File: config.mk
export PLATFORM = sky130hd
export DESIGN_NAME = dma_bus_arbiter
export DESIGN_NICKNAME = d
export VERILOG_FILES = /design/src/rtl/dma_bus_arbiter_pkg.sv /design/src/rtl/dma_priority_resolver.sv /design/src/rtl/dma_bus_arbiter.sv
export SDC_FILE = /design/constraint.sdc
export NUM_CORES = 1
export LEC_CHECK = 0
export ABC_CLOCK_PERIOD_IN_PS = 3100
export CORE_UTILIZATION = 46
export DETAILED_ROUTE_END_ITERATION = 8
export GPL_TIMING_DRIVEN = 0
export HOLD_SLACK_MARGIN = 0.02
export PLACE_DENSITY = 0.89
export SYNTH_ARGS = -nofsm -noshare
export SYNTH_HDL_FRONTEND = slang
export SYNTH_SLANG_ARGS = --single-unit
export TNS_END_PERCENT = 30
File: constraint.sdc
create_clock -name clock -period 3.1 [get_ports clock]
set_input_delay 0.31 -clock clock [delete_from_list [all_inputs] [get_ports clock]]
set_output_delay 0.31 -clock clock [all_outputs]
set_load 0.05 [all_outputs]
File: src/rtl/dma_bus_arbiter_pkg.sv
// Shared types for the DMA bus arbiter: FSM states, register map and grant decode helper.
package dma_bus_arbiter_pkg;

    localparam int NUM_CH_DEFAULT = 4;

    typedef enum logic [1:0] {
        ST_IDLE    = 2'd0,
        ST_HOLD    = 2'd1,
        ST_GRANT   = 2'd2,
        ST_RELEASE = 2'd3
    } arb_state_t;

    localparam logic [1:0] ADDR_MASK     = 2'd0;
    localparam logic [1:0] ADDR_MASK_BIT = 2'd1;
    localparam logic [1:0] ADDR_STATUS   = 2'd2;
    localparam logic [1:0] ADDR_RSVD     = 2'd3;

    // Active-low one-hot acknowledge pattern for a channel index.
    function automatic logic [3:0] ack_pattern(input logic [1:0] ch);
        ack_pattern = 4'hF;
        ack_pattern[ch] = 1'b0;
    endfunction

endpackage

File: src/rtl/dma_priority_resolver.sv
// Combinational winner select over four requests; no latency, no backpressure.
// Build option DMA_ARB_ROTATING_PRIORITY_EN selects rotating priority, otherwise fixed (ch0 highest).
module dma_priority_resolver
    import dma_bus_arbiter_pkg::*;
(
    input  logic [3:0] req,
    input  logic [1:0] last_grant,
    output logic [1:0] winner,
    output logic       any
);

    assign any = |req;

`ifdef DMA_ARB_ROTATING_PRIORITY_EN
    logic       found;
    logic [1:0] idx;

    // Search begins just after the last served channel, wrapping modulo 4.
    always_comb begin
        winner = 2'd0;
        found  = 1'b0;
        idx    = 2'd0;
        for (int k = 0; k < 4; k++) begin
            idx = last_grant + 2'(k + 1);
            if (!found && req[idx]) begin
                winner = idx;
                found  = 1'b1;
            end
        end
    end
`else
    logic unused_last_grant;
    assign unused_last_grant = ^last_grant;

    always_comb begin
        winner = 2'd0;
        for (int k = 3; k >= 0; k--) begin
            if (req[k]) winner = 2'(k);
        end
    end
`endif

endmodule

File: src/rtl/dma_bus_arbiter.sv
// Four-channel HOLD/HLDA bus arbiter with mask/status registers; outputs lag state by one clock.
// One transfer per hold; build option DMA_ARB_ROTATING_PRIORITY_EN enables rotating priority.
module dma_bus_arbiter
    import dma_bus_arbiter_pkg::*;
#(
    parameter int NUM_CH = NUM_CH_DEFAULT
) (
    input  logic              clock,
    input  logic              reset,
    input  logic              chip_select_n,
    input  logic              read_enable_n,
    input  logic              write_enable_n,
    input  logic [1:0]        address,
    input  logic [7:0]        data_bus_in,
    output logic [7:0]        data_bus_out,
    input  logic [NUM_CH-1:0] dma_request,
    input  logic              refresh_tick,
    output logic [NUM_CH-1:0] dma_acknowledge_n,
    output logic              hold_request,
    input  logic              hold_acknowledge,
    input  logic              transfer_done,
    output logic [1:0]        grant_channel,
    output logic              grant_active
);

    arb_state_t        state;
    logic [NUM_CH-1:0] mask;
    logic              refresh_pending;
    logic              tick_prev;
    logic              wr_prev;
    logic [1:0]        last_grant;
    logic [1:0]        grant_sel;
    logic [NUM_CH-1:0] req_raw;
    logic [NUM_CH-1:0] req;
    logic [1:0]        winner;
    logic              any_req;
    logic              wr_strobe;
    logic              wr_fire;
    logic              ch0_done;
    logic              unused_data;

    assign unused_data = ^data_bus_in[7:3];
    assign req_raw     = dma_request | {{(NUM_CH-1){1'b0}}, refresh_pending};
    assign req         = req_raw & ~mask;
    assign wr_strobe   = ~chip_select_n & ~write_enable_n;
    assign wr_fire     = wr_strobe & ~wr_prev;
    assign ch0_done    = (state == ST_GRANT) && transfer_done && (grant_sel == 2'd0);

    dma_priority_resolver u_resolver (
        .req        (req),
        .last_grant (last_grant),
        .winner     (winner),
        .any        (any_req)
    );

    always_ff @(posedge clock or posedge reset) begin
        if (reset) begin
            mask            <= '1;
            refresh_pending <= 1'b0;
            tick_prev       <= 1'b0;
            wr_prev         <= 1'b0;
        end else begin
            tick_prev <= refresh_tick;
            wr_prev   <= wr_strobe;
            // A new tick wins over a completing channel-0 grant in the same cycle.
            if (refresh_tick && !tick_prev) refresh_pending <= 1'b1;
            else if (ch0_done)              refresh_pending <= 1'b0;
            if (wr_fire) begin
                case (address)
                    ADDR_MASK:     mask <= data_bus_in[3:0];
                    ADDR_MASK_BIT: mask[data_bus_in[1:0]] <= data_bus_in[2];
                    default:       ;
                endcase
            end
        end
    end

    always_ff @(posedge clock or posedge reset) begin
        if (reset) begin
            state             <= ST_IDLE;
            last_grant        <= 2'd3;
            grant_sel         <= 2'd0;
            hold_request      <= 1'b0;
            dma_acknowledge_n <= '1;
            grant_channel     <= 2'd0;
            grant_active      <= 1'b0;
        end else begin
            // Outputs decode the state as it was before this edge.
            hold_request      <= (state == ST_HOLD) || (state == ST_GRANT);
            dma_acknowledge_n <= (state == ST_GRANT) ? ack_pattern(grant_sel) : '1;
            grant_active      <= (state == ST_GRANT);
            if (state == ST_GRANT) grant_channel <= grant_sel;
            case (state)
                ST_IDLE: if (any_req) state <= ST_HOLD;
                ST_HOLD: begin
                    if (hold_acknowledge) begin
                        if (any_req) begin
                            grant_sel <= winner;
                            state     <= ST_GRANT;
                        end else begin
                            state <= ST_RELEASE;
                        end
                    end
                end
                ST_GRANT: begin
                    if (transfer_done) begin
                        last_grant <= grant_sel;
                        state      <= ST_RELEASE;
                    end
                end
                ST_RELEASE: if (!hold_acknowledge) state <= ST_IDLE;
                default: state <= ST_IDLE;
            endcase
        end
    end

    always_comb begin
        data_bus_out = 8'h00;
        if (!chip_select_n && !read_enable_n) begin
            case (address)
                ADDR_MASK:   data_bus_out = {req_raw, mask};
                ADDR_STATUS: data_bus_out = {state, 1'b0, refresh_pending, grant_active, 1'b0, grant_channel};
                ADDR_RSVD:   data_bus_out = 8'h00;
                default:     data_bus_out = 8'h00;
            endcase
        end
    end

endmodule

==> results.cfg <==
[status]
status = completed

[global_routing]
track_usage_pct = 21.34
grt_pass1_vias = 893
grt_antenna_before_repair = 0
overflow = 0
grt_pass1_wl_um = 3829
grt_max_degree = 20

[setup_path]
arrival_ns = 2.50
worstSetupPathType = input pin to primary output
r2r-start = state[0]$_DFFE_PP0P_
crit_path_start = address[0]
worstPathMaxFanout = 8
cpMostUsedCell = clkdlybuf4s50_1
crit_path_end_kind = primary output
slowest_delay_ns = 0.84
required_ns = 2.79
cp_top_family = buffers and inverters
path_buf_inv = 3
start_kind = input pin
crit_chain = clkdlybuf4s50_1 -> or3_1 -> clkbuf_1 -> nor3b_1 -> clkdlybuf4s50_1
slowest_stage = clkdlybuf4s50_1

[sta]
rsz0062_at_grt = no
max_freq_mhz = 356.3
report.final.hold_viol_count = 0
finalCritPeriodShare_pct = 90.54
fin_ws_ns = 0.2932
worst_pin_slew_ns = 0.7011
setup_violations = 0
slew_viol_final = 0
finalSetupTns_ns = 0
skew_ns = 0.003739
period_minus_slack_ns = 2.807
slew-limit-headroom_pct = 53.21

[clock_tree]
cts_resized = 0
clock_latency_ns = 0.29
clock-sinks = 19
numCtsBuffers = 3
holdBufCountCts = 0
clk_pin_slew_worst_paths_ns = 0.10
cts_setup_buffers = 0
cts_max_path_buffers = 2
cts-root-buf = clkbuf_4
cts_tree = built
htree_levels = 1

[floorplanning]
die_y_um = 49.11
dieArea_mm2 = 0.002412
rows = 16
start_util_pct = 50.50
core_mm2 = 0.002022
io_pins = 38
dieWidth_um = 49.11

[drt]
drc_errors = 0
wirelength_um = 2349
via_per_inst = 5.370
drt_iter0_markers = 25
routedWlPerCell_um = 14.24
vias = 886
first_pass_iters = 5
detail-route-antenna-nets = 0

[min_path]
hold_path_class = input pin to register
min_from = address[1]

[yosys]
synth_top_area_share_pct = 26.96
synth_fp_nets = 129
synth_cells = 102
synth_top_area_cell = dfrtp_1
synth-seq-cells = 19
yosysSeqAreaShare_pct = 47.55
ys_warn_count = 0
postSynthAreaPerCell_um2 = 10.01
synth_cell_types = 31
synth_area_leaders = dfrtp_1 (27%), dfstp_2 (21%), ha_1 (6.1%), mux2i_1 (5.9%), a21oi_1 (4.9%)
syn_area_mm2 = 0.001021

[job]
drv_cap = 0

[place]
pre_cts_ws_ns = 0.3117
place.gp.congestion = 0.8050
dpl.hpwl_um = 1774
io_buffers = 32

[cells_and_area]
antennaDiodeCount = 0
drive_above_1_share_pct = 13.77
final_nets = 166
syn2layout_area_growth_pct = 37.25
fin_util_pct = 69.31

[pwr]
ir_worst_vdd_v = 0.0005464
total_leakage_power_uw = 0.0005917
power.density_mw_per_mm2 = 789.4
-- cells in the mapped netlist --
cell type and count:
o21ai_0 5, dfstp_2 8, nor2_1 13, dfrtp_1 11
o21bai_1 1, nor3b_1 1, nor4_1 1, o21ba_2 1
nand3b_1 2, buf_6 1, o22a_1 1, o32a_2 1
ha_1 5, nor3_1 1, a21oi_1 10, o21ai_1 1
nand2b_1 4, inv_1 9, clkbuf_2 1, mux2_2 4
or3_1 2, a2bb2oi_1 1, a31oi_1 1, nor2b_1 2
mux2i_1 6, a311oi_1 2, clkbuf_1 1, nand2_1 3
nand3_1 1, a22oi_1 1, or4_1 1
-- flip-flops by register name, indices dropped and copies added, names as in the netlist --
signal             flops
wr_prev                1
grant_channel          2
mask                   4
grant_active           1
hold_request           1
dma_acknowledge_n      4
tick_prev              1
refresh_pending        1
state                  2
grant_sel              2
-- per-stage QoR --
stage | power, uW | cell area (um2) | std cells | hold WS [ns]
floorplan | 800.5 | 1021 | 102 | 0.2552
global placement | 954.0 | 1375 | 161 | 0.4046
detailed placement | 983.8 | 1375 | 161 | 0.4190
CTS | 1108 | 1401 | 165 | 0.3923
global route | 1166 | 1401 | 165 | 0.4284
finish | 1106 | 1401 | 165 | 0.4058
-- layout make-up --
| type | count | area, um2 |
|---|---|---|
| fillers | 158 | 620.6 |
| flip-flops and latches | 19 | 485.5 |
| multi-input cells | 71 | 481.7 |
| repair buffers | 32 | 320.3 |
| inverters | 9 | 33.78 |
| well taps | 27 | 33.78 |
| clock buffers | 4 | 26.28 |
| plain buffers | 3 | 20.02 |
-- worst reg2reg max path, cell delays in order (launching register included) --
cell and delay (ns):
dfrtp_1 0.45, inv_1 0.13, ha_1 0.33, inv_1 0.12
o21ai_0 0.14, a31oi_1 0.28, mux2_2 0.37
-- kinds of logic (layout without fill, tap and decap cells) --
group           after synthesis  after routing  share of synthesized area [%]
compound gates               25             25                          15.44
fa+ha+maj                     5              5                          6.127
buf+inv                      12             48                          5.268
flops                        19             19                          47.55
mux                          10             10                          10.29
simple gates                 31             31                          15.32
-- power by group --
part	internal, uW	switching, uW
logic	228	339
clock network	50.1	70.9
registers	350	67.9
total	629	478
-- routing by layer --
layer | vias up | share of wire (%) | global-route usage (%)
met2 | 35 | 51 | 37.90
met4 | 0 | 2.1 | 10.78
met5 | - | 0 | 0
li1 | 431 | - | -
met1 | 414 | 42 | 23.05
met3 | 6 | 4.9 | 5.607
-- layout by cell type, fill, tap and decap left out --
cell type and count:
nor2b_1 2, o21ai_1 1, clkbuf_2 1, mux2i_1 6, nor3_1 1, nand2b_1 4, a2bb2oi_1 1, o32a_2 1
nand3_1 1, dfstp_2 8, clkbuf_1 2, o21ai_0 5, o22a_1 1, a311oi_1 2, nand2_1 3, mux2_2 4
clkbuf_4 3, buf_6 1, nor3b_1 1, ha_1 5, nor4_1 1, inv_1 9, a31oi_1 1, a22oi_1 1
or4_1 1, dfrtp_1 11, nor2_1 13, clkdlybuf4s50_1 32, or3_1 2, o21bai_1 1, o21ba_2 1, a21oi_1 10
nand3b_1 2
-- final timing paths --
| kind | end | slack (ns) | depth (start not counted) |
|---|---|---|---|
| setup reg to reg | state[1]$_DFFE_PP0P_ | 1.19 | 6 |
| hold / removal | mask[0]$_DFFE_PP1P_ | 0.41 | 3 |
| min in group asynchronous | refresh_pending$_DFFE_PP0P_ | 0.42 | 2 |
| setup / recovery | data_bus_out[5] | 0.29 | 5 |
| max in group asynchronous | grant_sel[1]$_DFFE_PP0P_ | 2.24 | 2 |
| hold reg to reg | refresh_pending$_DFFE_PP0P_ | 0.44 | 1 |
No activity file was read; power rests on OpenSTA's default activity.
